`src/rtl/dragster_spi_readback_if.sv`:
```
// Port bundle for dragster_spi_readback: sensor-side capture bus, AXI Quad SPI serve bus,
// status outputs and FSM state visibility. The DUT takes the slave modport.
interface dragster_spi_readback_if;
    logic       external_sck;
    logic [1:0] external_ss;
    logic       external_miso;
    logic       internal_sck;
    logic [1:0] internal_ss;
    logic       internal_miso;
    logic [7:0] buffered_count;
    logic       overflow;
    logic [1:0] capture_state;
    logic [1:0] serve_state;

    modport master (
        output external_sck, external_ss, external_miso,
        output internal_sck, internal_ss,
        input  internal_miso, buffered_count, overflow,
        input  capture_state, serve_state
    );

    modport slave (
        input  external_sck, external_ss, external_miso,
        input  internal_sck, internal_ss,
        output internal_miso, buffered_count, overflow,
        output capture_state, serve_state
    );
endinterface

```
`src/rtl/dragster_spi_readback.sv`:
```
// Dragster SPI readback: captures sensor words into a tagged FIFO and replays them to the
// AXI Quad SPI master. Optional DRAGSTER_READBACK_SLAVE_MATCH_EN gates serving on tag match.
module dragster_spi_readback #(
    parameter int                    DATA_WIDTH = 16,
    parameter int                    FIFO_DEPTH = 16,
    parameter logic [DATA_WIDTH-1:0] IDLE_WORD  = '0
) (
    input logic                    clk,
    input logic                    reset,
    dragster_spi_readback_if.slave bus
);

    localparam int IDX_W   = $clog2(DATA_WIDTH + 1);
    localparam int PTR_W   = $clog2(FIFO_DEPTH);
    localparam int ENTRY_W = DATA_WIDTH + 2;

    localparam logic [IDX_W-1:0] LAST_IDX  = IDX_W'(DATA_WIDTH - 1);
    localparam logic [PTR_W-1:0] LAST_PTR  = PTR_W'(FIFO_DEPTH - 1);
    localparam logic [7:0]       DEPTH_CNT = 8'(FIFO_DEPTH);
    localparam logic [1:0]       SS_IDLE   = 2'b11;

    typedef enum logic [1:0] {
        CIDLE  = 2'd0,
        CSHIFT = 2'd1,
        CWAIT  = 2'd2
    } cap_state_e;

    typedef enum logic [1:0] {
        SIDLE  = 2'd0,
        SSHIFT = 2'd1,
        SDONE  = 2'd2
    } srv_state_e;

    // ------------------------------------------------------------------
    // Input synchronisers; SCK keeps a third stage for edge detection
    // ------------------------------------------------------------------
    logic [2:0] esck_q;
    logic [2:0] isck_q;
    logic [1:0] emiso_q;
    logic [1:0] ess_s1_q, ess_s2_q;
    logic [1:0] iss_s1_q, iss_s2_q;

    always_ff @(posedge clk or negedge reset) begin
        if (!reset) begin
            esck_q   <= '0;
            isck_q   <= '0;
            emiso_q  <= '0;
            ess_s1_q <= SS_IDLE;
            ess_s2_q <= SS_IDLE;
            iss_s1_q <= SS_IDLE;
            iss_s2_q <= SS_IDLE;
        end else begin
            esck_q   <= {esck_q[1:0], bus.external_sck};
            isck_q   <= {isck_q[1:0], bus.internal_sck};
            emiso_q  <= {emiso_q[0], bus.external_miso};
            ess_s1_q <= bus.external_ss;
            ess_s2_q <= ess_s1_q;
            iss_s1_q <= bus.internal_ss;
            iss_s2_q <= iss_s1_q;
        end
    end

    logic       e_rise;
    logic       i_fall;
    logic       emiso_s;
    logic [1:0] ess_s;
    logic [1:0] iss_s;

    assign e_rise  = esck_q[1] & ~esck_q[2];
    assign i_fall  = ~isck_q[1] & isck_q[2];
    assign emiso_s = emiso_q[1];
    assign ess_s   = ess_s2_q;
    assign iss_s   = iss_s2_q;

    // ------------------------------------------------------------------
    // FIFO state
    // push: one-cycle strobe from capture; accepted unless full, else counted as overflow.
    // pop:  one-cycle strobe from serve; only raised for a frame that selected a valid head.
    // ------------------------------------------------------------------
    logic [ENTRY_W-1:0] mem_q [FIFO_DEPTH];
    logic [PTR_W-1:0]   wr_ptr_q, wr_ptr_d;
    logic [PTR_W-1:0]   rd_ptr_q, rd_ptr_d;
    logic [7:0]         count_q, count_d;
    logic               ovf_q, ovf_d;
    logic               push;
    logic               push_ok;
    logic               pop;
    logic               fifo_full;
    logic [ENTRY_W-1:0] head_entry;
    logic [DATA_WIDTH-1:0] head_word;
    logic               head_ok;

    function automatic logic [PTR_W-1:0] ptr_inc(input logic [PTR_W-1:0] p);
        return (p == LAST_PTR) ? '0 : p + 1'b1;
    endfunction

    assign fifo_full  = (count_q == DEPTH_CNT);
    assign push_ok    = push & ~fifo_full;
    assign head_entry = mem_q[rd_ptr_q];
    assign head_word  = head_entry[DATA_WIDTH-1:0];

`ifdef DRAGSTER_READBACK_SLAVE_MATCH_EN
    logic [1:0] head_tag;
    assign head_tag = head_entry[ENTRY_W-1:DATA_WIDTH];
    assign head_ok  = (count_q != 8'd0) && (head_tag == iss_s);
`else
    // Tags still travel through the FIFO so both builds share one storage layout.
    logic [1:0] unused_head_tag;
    assign unused_head_tag = head_entry[ENTRY_W-1:DATA_WIDTH];
    assign head_ok         = (count_q != 8'd0);
`endif

    // ------------------------------------------------------------------
    // Capture FSM
    // ------------------------------------------------------------------
    cap_state_e            cap_state_q, cap_state_d;
    logic [1:0]            cap_tag_q, cap_tag_d;
    logic [DATA_WIDTH-1:0] cap_word_q, cap_word_d;
    logic [IDX_W-1:0]      cap_idx_q, cap_idx_d;
    logic                  cap_push_q, cap_push_d;

    always_ff @(posedge clk or negedge reset) begin
        if (!reset) begin
            cap_state_q <= CIDLE;
            cap_tag_q   <= SS_IDLE;
            cap_word_q  <= '0;
            cap_idx_q   <= '0;
            cap_push_q  <= 1'b0;
        end else begin
            cap_state_q <= cap_state_d;
            cap_tag_q   <= cap_tag_d;
            cap_word_q  <= cap_word_d;
            cap_idx_q   <= cap_idx_d;
            cap_push_q  <= cap_push_d;
        end
    end

    always_comb begin
        cap_state_d = cap_state_q;
        cap_tag_d   = cap_tag_q;
        cap_word_d  = cap_word_q;
        cap_idx_d   = cap_idx_q;
        cap_push_d  = 1'b0;
        case (cap_state_q)
            CIDLE: begin
                if (ess_s != SS_IDLE) begin
                    cap_state_d = CSHIFT;
                    cap_tag_d   = ess_s;
                    cap_idx_d   = '0;
                end
            end
            CSHIFT: begin
                if (ess_s == SS_IDLE) begin
                    cap_state_d = CIDLE;
                end else if (e_rise) begin
                    // LSB first: shifting in from the top lands bit 0 at the bottom after a full word.
                    cap_word_d = {emiso_s, cap_word_q[DATA_WIDTH-1:1]};
                    cap_idx_d  = cap_idx_q + 1'b1;
                    if (cap_idx_q == LAST_IDX) begin
                        cap_state_d = CWAIT;
                        cap_push_d  = 1'b1;
                    end
                end
            end
            CWAIT: begin
                if (ess_s == SS_IDLE) cap_state_d = CIDLE;
            end
            default: cap_state_d = CIDLE;
        endcase
    end

    assign push = cap_push_q;

    // ------------------------------------------------------------------
    // Serve FSM
    // ------------------------------------------------------------------
    srv_state_e            srv_state_q, srv_state_d;
    logic [DATA_WIDTH-1:0] srv_sh_q, srv_sh_d;
    logic [IDX_W-1:0]      srv_idx_q, srv_idx_d;
    logic                  srv_valid_q, srv_valid_d;
    logic                  miso_q, miso_d;

    always_ff @(posedge clk or negedge reset) begin
        if (!reset) begin
            srv_state_q <= SIDLE;
            srv_sh_q    <= '0;
            srv_idx_q   <= '0;
            srv_valid_q <= 1'b0;
            miso_q      <= 1'b0;
        end else begin
            srv_state_q <= srv_state_d;
            srv_sh_q    <= srv_sh_d;
            srv_idx_q   <= srv_idx_d;
            srv_valid_q <= srv_valid_d;
            miso_q      <= miso_d;
        end
    end

    always_comb begin
        srv_state_d = srv_state_q;
        srv_sh_d    = srv_sh_q;
        srv_idx_d   = srv_idx_q;
        srv_valid_d = srv_valid_q;
        pop         = 1'b0;
        case (srv_state_q)
            SIDLE: begin
                if (iss_s != SS_IDLE) begin
                    srv_state_d = SSHIFT;
                    srv_idx_d   = '0;
                    srv_valid_d = head_ok;
                    srv_sh_d    = head_ok ? head_word : IDLE_WORD;
                end
            end
            SSHIFT: begin
                if (iss_s == SS_IDLE) begin
                    srv_state_d = SIDLE;
                end else if (i_fall) begin
                    srv_sh_d  = srv_sh_q >> 1;
                    srv_idx_d = srv_idx_q + 1'b1;
                    if (srv_idx_q == LAST_IDX) begin
                        srv_state_d = SDONE;
                        pop         = srv_valid_q;
                    end
                end
            end
            SDONE: begin
                if (iss_s == SS_IDLE) srv_state_d = SIDLE;
            end
            default: srv_state_d = SIDLE;
        endcase
        // Registered from next-state so bit 0 appears on the same edge the frame starts.
        miso_d = (srv_state_d == SSHIFT) ? srv_sh_d[0] : 1'b0;
    end

    // ------------------------------------------------------------------
    // FIFO update
    // ------------------------------------------------------------------
    always_comb begin
        wr_ptr_d = wr_ptr_q;
        rd_ptr_d = rd_ptr_q;
        count_d  = count_q;
        ovf_d    = ovf_q;
        if (push_ok) wr_ptr_d = ptr_inc(wr_ptr_q);
        if (pop)     rd_ptr_d = ptr_inc(rd_ptr_q);
        if (push_ok && !pop)      count_d = count_q + 8'd1;
        else if (!push_ok && pop) count_d = count_q - 8'd1;
        if (push && fifo_full) ovf_d = 1'b1;
    end

    always_ff @(posedge clk or negedge reset) begin
        if (!reset) begin
            wr_ptr_q <= '0;
            rd_ptr_q <= '0;
            count_q  <= '0;
            ovf_q    <= 1'b0;
        end else begin
            wr_ptr_q <= wr_ptr_d;
            rd_ptr_q <= rd_ptr_d;
            count_q  <= count_d;
            ovf_q    <= ovf_d;
        end
    end

    always_ff @(posedge clk) begin
        if (push_ok) mem_q[wr_ptr_q] <= {cap_tag_q, cap_word_q};
    end

    assign bus.internal_miso  = miso_q;
    assign bus.buffered_count = count_q;
    assign bus.overflow       = ovf_q;
    assign bus.capture_state  = cap_state_q;
    assign bus.serve_state    = srv_state_q;

endmodule

```
`src/flat_wrapper.sv`:
```
// flat-port wrapper written by rule: the top's interface ports become plain ports
module dragster_spi_readback_flat 
#(
    parameter int                    DATA_WIDTH = 16,
    parameter int                    FIFO_DEPTH = 16,
    parameter logic [DATA_WIDTH-1:0] IDLE_WORD  = '0
)
  (clk, reset, bus_external_sck, bus_external_ss, bus_external_miso, bus_internal_sck, bus_internal_ss, bus_internal_miso, bus_buffered_count, bus_overflow, bus_capture_state, bus_serve_state);
  dragster_spi_readback_if bus_i ();
  input logic clk;
  input logic reset;
  input wire logic [$bits(bus_i.external_sck)-1:0] bus_external_sck;
  input wire logic [$bits(bus_i.external_ss)-1:0] bus_external_ss;
  input wire logic [$bits(bus_i.external_miso)-1:0] bus_external_miso;
  input wire logic [$bits(bus_i.internal_sck)-1:0] bus_internal_sck;
  input wire logic [$bits(bus_i.internal_ss)-1:0] bus_internal_ss;
  output wire logic [$bits(bus_i.internal_miso)-1:0] bus_internal_miso;
  output wire logic [$bits(bus_i.buffered_count)-1:0] bus_buffered_count;
  output wire logic [$bits(bus_i.overflow)-1:0] bus_overflow;
  output wire logic [$bits(bus_i.capture_state)-1:0] bus_capture_state;
  output wire logic [$bits(bus_i.serve_state)-1:0] bus_serve_state;
  assign bus_i.external_sck = bus_external_sck;
  assign bus_i.external_ss = bus_external_ss;
  assign bus_i.external_miso = bus_external_miso;
  assign bus_i.internal_sck = bus_internal_sck;
  assign bus_i.internal_ss = bus_internal_ss;
  assign bus_internal_miso = bus_i.internal_miso;
  assign bus_buffered_count = bus_i.buffered_count;
  assign bus_overflow = bus_i.overflow;
  assign bus_capture_state = bus_i.capture_state;
  assign bus_serve_state = bus_i.serve_state;
  dragster_spi_readback #(.DATA_WIDTH(DATA_WIDTH), .FIFO_DEPTH(FIFO_DEPTH), .IDLE_WORD(IDLE_WORD)) u_core (.clk(clk), .reset(reset), .bus(bus_i));
endmodule
```
`config.mk`:
```
export PLATFORM = sky130hd
export DESIGN_NAME = dragster_spi_readback_flat
export DESIGN_NICKNAME = d
export VERILOG_FILES = /design/src/rtl/dragster_spi_readback_if.sv /design/src/rtl/dragster_spi_readback.sv /design/src/flat_wrapper.sv
export SDC_FILE = /design/constraint.sdc
export NUM_CORES = 1
export LEC_CHECK = 0
export ABC_CLOCK_PERIOD_IN_PS = 6400
export BUFFER_PORTS_ARGS = -buffer_cell sky130_fd_sc_hd__buf_4
export CORE_ASPECT_RATIO = 1.75
export CORE_MARGIN = 5
export CORE_UTILIZATION = 50
export DETAILED_ROUTE_END_ITERATION = 10
export GPL_ROUTABILITY_DRIVEN = 0
export GPL_TIMING_DRIVEN = 0
export PLACE_DENSITY = 0.71
export RECOVER_POWER = 25
export SLEW_MARGIN = 40
export SYNTH_ARGS = -nofsm -noshare
export SYNTH_HDL_FRONTEND = slang
export SYNTH_SLANG_ARGS = --single-unit
```
`constraint.sdc`:
```
create_clock -name clk -period 6.4 [get_ports clk]
set_clock_uncertainty 0.1 [all_clocks]
set_input_delay 0.32 -clock clk [delete_from_list [all_inputs] [get_ports clk]]
set_output_delay 0.32 -clock clk [all_outputs]
set_load 0.05 [all_outputs]
```
# After elaboration in Yosys (flattened, before gate mapping)
# Memories as Yosys holds them, arrays and structs flattened.
# Index checks and enable logic that the tools add are counted.
# classes
addsub	6
multipliers	0
div	0
magnitude_cmp	0
n_eq_ne	23
n_shift	0
n_mux	40
bitwise	7
n_reduce_logical	17
# ops
cell	count
2-to-1 mux 16 bit	4
case mux 16 bit (2 select lines)	1
2-to-1 mux 5 bit	6
2-to-1 mux 2 bit	10
case mux 5 bit (2 select lines)	2
2-to-1 mux 8 bit	2
case mux 2 bit (3 select lines)	2
AND reduction 4 bit	3
2-to-1 mux 1 bit	11
adder 5 x 1 -> 5 bit (second input constant)	2
equality test 5 x 4 -> 1 bit (second input constant)	2
!= test 2 x 1 -> 1 bit (second input constant)	5
adder 4 x 1 -> 4 bit (second input constant)	2
adder 8 x 1 -> 8 bit (second input constant)	1
equality test 2 bit (second input constant)	4
equality test 4 bit (second input constant)	2
equality test 8 x 5 -> 1 bit (second input constant)	1
2-to-1 mux 4 bit	2
!= test 2 bit (second input constant)	4
nonzero test 8 bit	1
subtractor 8 x 1 -> 8 bit (second input constant)	1
equality test 2 x 1 -> 1 bit (second input constant)	3
!= test 3 x 1 -> 1 bit (second input constant)	2
nonzero test 2 bit	3
7 further kinds	17
# word_totals
regBits	84
latch_bits	0
ram_bits	288
romBits	0
input_bits	9
output_inout_bits	14
memories	1
# memory_table
name	depth	width	rd	rd_ports_with_merged_regs	write_ports	line	text
u_core.mem_q	16	18	1	0	1	dragster_spi_readback.sv:80	logic [ENTRY_W-1:0] mem_q [FIFO_DEPTH];

# Logic depth before layout (Yosys ltp)
# depth
word_depth	8
depth_mapped	12
mapped_depth_nobuf	12

# Worst setup path before layout
# Ideal clock, no wire load.
# synth_timing
kind	register to register
start	reg u_core.count_q[0], in the netlist u_core.bus.buffered_count[0]
end	reg u_core.count_q[5], in the netlist u_core.bus.buffered_count[5]
arrival_ns	3.039
path_slack_ns	3.139
stages_incl_launch_ff	11
path_buffers	1
synth_period_minus_slack_ns	3.261
path_cell_list	dfrtp_1 nor3_1 a31oi_1 clkbuf_1 ha_1 inv_1 ha_1 a211oi_1 o21bai_1 a2111o_1 o221a_2
# synth_via
elab_chain_cells	6
elab_cells_between_ends	11
classes_between	2 x add/sub; 1 x eq/ne; 2 x mux; 2 x bitwise; 4 x reduce/logical
# synth_rtl
item	line	text
from (decl)	dragster_spi_readback.sv:83	logic [7:0] count_q, count_d;
from (signal assigned)	dragster_spi_readback.sv:259	count_q <= count_d;
equality test 8 x 5 -> 1 bit (*)	dragster_spi_readback.sv:97	assign fifo_full = (count_q == DEPTH_CNT);
inverter 1 bit (*)	dragster_spi_readback.sv:98	assign push_ok = push & ~fifo_full;
bitwise AND 1 bit (*)	dragster_spi_readback.sv:98	
via u_core.push_ok	dragster_spi_readback.sv:86	logic push_ok;
zero test 1 bit	dragster_spi_readback.sv:246	else if (!push_ok && pop) count_d = count_q - 8'd1;
logical AND 1 bit	dragster_spi_readback.sv:246	
nonzero test 2 bit (no line)	n/a	
# Mark *: on every way through the listed nets, which the timed path passes. The rest lies on a longest branch. The select of a mux whose other input is x is not followed.
# A chain may end at the register's enable or synchronous reset.

# Worst setup path in the final report
# Ends and elaborated chain as after synthesis.

==> out/qor.txt <==
Antenna Nets Post-Route - 0
CP arrival - 4040 ps
Root Buffer - clkbuf_16
Critical path required time - 6760 ps
Worst Setup End Kind - register
Yosys reg bits - 338
Final HPWL DP - 19100 um
Tcrit/Tclk final - 57.5%
Die area - 30500 sq um
Fmax - 272 MHz
Register Area - 9750 sq um
Final WS setup - 2720 ps
Most frequent cells in the layout - edfxtp_1, dfrtp_1, nand2_1, mux4_2, mux2i_1
Fill count - 1925
Final nets - 819
Fin. max-slew vios - 0
Syn Nets - 752
Core Region - 26600 sq um
CTS Buf Count - 30
Clock Path Buffers - 3
Pre-Repair DR Iteration Count - 5
Layout Cells excl Fill - 1141
ANT cells - 0
Async SR Flop Fraction - 24.3%
Global Route Usage Sum - 19.5%
Total Wirelength - 29000 um
Slew margin rel. - 48.4%
Layout area overhead - 13.2%
Total setup buffers inserted after CTS - 0
IO Port Bufs - 22
Maxcap violations - 0
DP Cell Count - 1077
Synth unique cells - 64
Hold Slack - 236 ps
CTS H-tree depth - 1
Cells after synthesis - 726
Vias per cell - 6.09
Clk sinks - 338
First-pass GRT wire length - 44300 um
Die width - 134 um
CTS resizes - 0
Mapped Avg Cell Area - 18.6 sq um
Least-Margin Pin Slew - 769 ps
Final setup TNS - 0 ps
Vias - 6949
Pre-CTS WS - 2820 ps
Commonest non-fill, non-tap cell in the layout - edfxtp_1
Power, Total - 4.51 mW
Outcome - complete, no violations
Worst skew pair latency - 570 ps
Largest net degree at the start of global routing - 83
Hold Fails Final Rpt - 0
Area of the multi-input gates - 3550 sq um
Final core utilization - 57.4%
Worst-path maximum fanout - 10
# rows - 79
# setup viols final - 0
Drt drc - 0
Final Instance Area - 15300 sq um
Largest cells by area after synthesis - edfxtp_1, dfrtp_1, mux4_2, mux2i_1, nand2_1
Critical path class - reg -> reg
Post-synth top area cell - edfxtp_1
Num ports - 23
Initial antenna violation count - 0
Pwr Density - 295 nW/um^2
GRT overflow - 0
Reg2reg path depth - 10
Vias in the first global route - 7518
Peak supply drop - 215 uV
Placed instance area - 14100 sq um
CTS tree - built
Most used flip-flop cell after synthesis - edfxtp_1
Sequential share of the synthesized area - 72.3%
Static leakage - 5.36 nW
Hold path depth - 0
Starting Density - 50.7%
Post-synth top area share - 57.0%
Layout cells sized above 1 - 24.2%
Hold Buf Count CTS - 8
Synthesized cell area - 13500 sq um
Hold crit path type - reg -> reg
RSZ-0062 raised after global routing - false
Min Clock Period, post-route - 3680 ps
Routed length per instance - 25.5 um
Clock-pin transition on the worst setup and hold timing paths - 70 ps
Ys Warns - 0
Drt initial violations - 696
CP Launch Type - register
Die Height - 227 um
Post-synth EDFFs - 256
-- report_power, final --
part	total (mW)	internal, mW	switching (mW)
Sequential	2.55	2.45	0.102
Combinational	0.0640	0.0234	0.0406
Clock	1.89	1.09	0.799
Total	4.51	3.57	0.941
-- critical path, stage by stage (launching register included) --
cell,delay (ps)
dfrtp_1,500
nor3_1,130
a31oi_1,440
clkbuf_1,440
ha_1,330
inv_1,190
ha_1,340
a211oi_1,340
o21bai_1,200
a2111o_1,440
o221a_2,120
-- final cells by class --
type                       instances  share of cell area, %
buffer                            30                   1.12
clock buffer                      38                   5.45
clock inverter                    18                   1.48
inverter                          10                  0.246
multi-input combinational        348                   23.3
sequential                       338                   63.9
tap                              324                   2.66
timing repair buffer              35                   1.86
-- worst paths after layout --
check / startpoint / endpoint / slack [ps]
max in group asynchronous: reset / u_core.cap_word_q[8]$_DFFE_PN0P_ / 5470
max: u_core.bus.buffered_count[0]$_DFFE_PN0P_ / u_core.bus.buffered_count[5]$_DFFE_PN0P_ / 2720
min: u_core.esck_q[0]$_DFF_PN0_ / u_core.esck_q[1]$_DFF_PN0_ / 240
min reg2reg: u_core.esck_q[0]$_DFF_PN0_ / u_core.esck_q[1]$_DFF_PN0_ / 240
max reg2reg: u_core.bus.buffered_count[0]$_DFFE_PN0P_ / u_core.bus.buffered_count[5]$_DFFE_PN0P_ / 2720
min in group asynchronous: reset / u_core.emiso_q[0]$_DFF_PN0_ / 250
-- flip-flops by register name, summed over array words and instances (netlist names), 3 cells and up --
register,cells
u_core.cap_idx_q,5
u_core.bus.buffered_count,8
u_core.srv_sh_q,16
u_core.mem_q,256
u_core.rd_ptr_q,4
u_core.esck_q,3
u_core.wr_ptr_q,4
u_core.cap_word_q,16
u_core.isck_q,3
u_core.srv_idx_q,5
-- per-layer routing --
layer | GRT usage, % | up-vias | share of wire, %
met4 | 7.89 | 0 | 3.6
met3 | 2.17 | 57 | 4.0
li1 | - | 3070 | -
met5 | 0 | - | 0
met1 | 20.4 | 3578 | 34
met2 | 39.0 | 244 | 58
-- kinds of logic after synthesis --
family                     count (synthesis)  share of synthesized area [%]
adders and majority gates                 17                           1.63
AOI/OAI and AO/OA                         93                           5.61
xor gates and xnor gates                   8                          0.520
DFF                                      338                           72.3
muxes                                    102                           13.7
and+or+nand+nor                          128                           4.63
buffers and inverters                     40                           1.55
-- cells in the mapped netlist, types with 5 or more instances --
cell type	count
mux2i_1	33
a21o_1	7
inv_1	8
buf_4	6
mux4_2	62
clkbuf_1	13
dfrtp_1	74
o21ai_0	6
dfstp_2	8
nand2_1	62
a22oi_1	15
edfxtp_1	256
nor3_1	8
ha_1	16
o221ai_1	6
nor2_1	10
buf_2	7
a21oi_1	8
nand3_1	5
xnor2_1	5
o221ai_2	10
and3_1	18
o21ai_1	7
No activity file was read; power rests on OpenSTA's default activity.
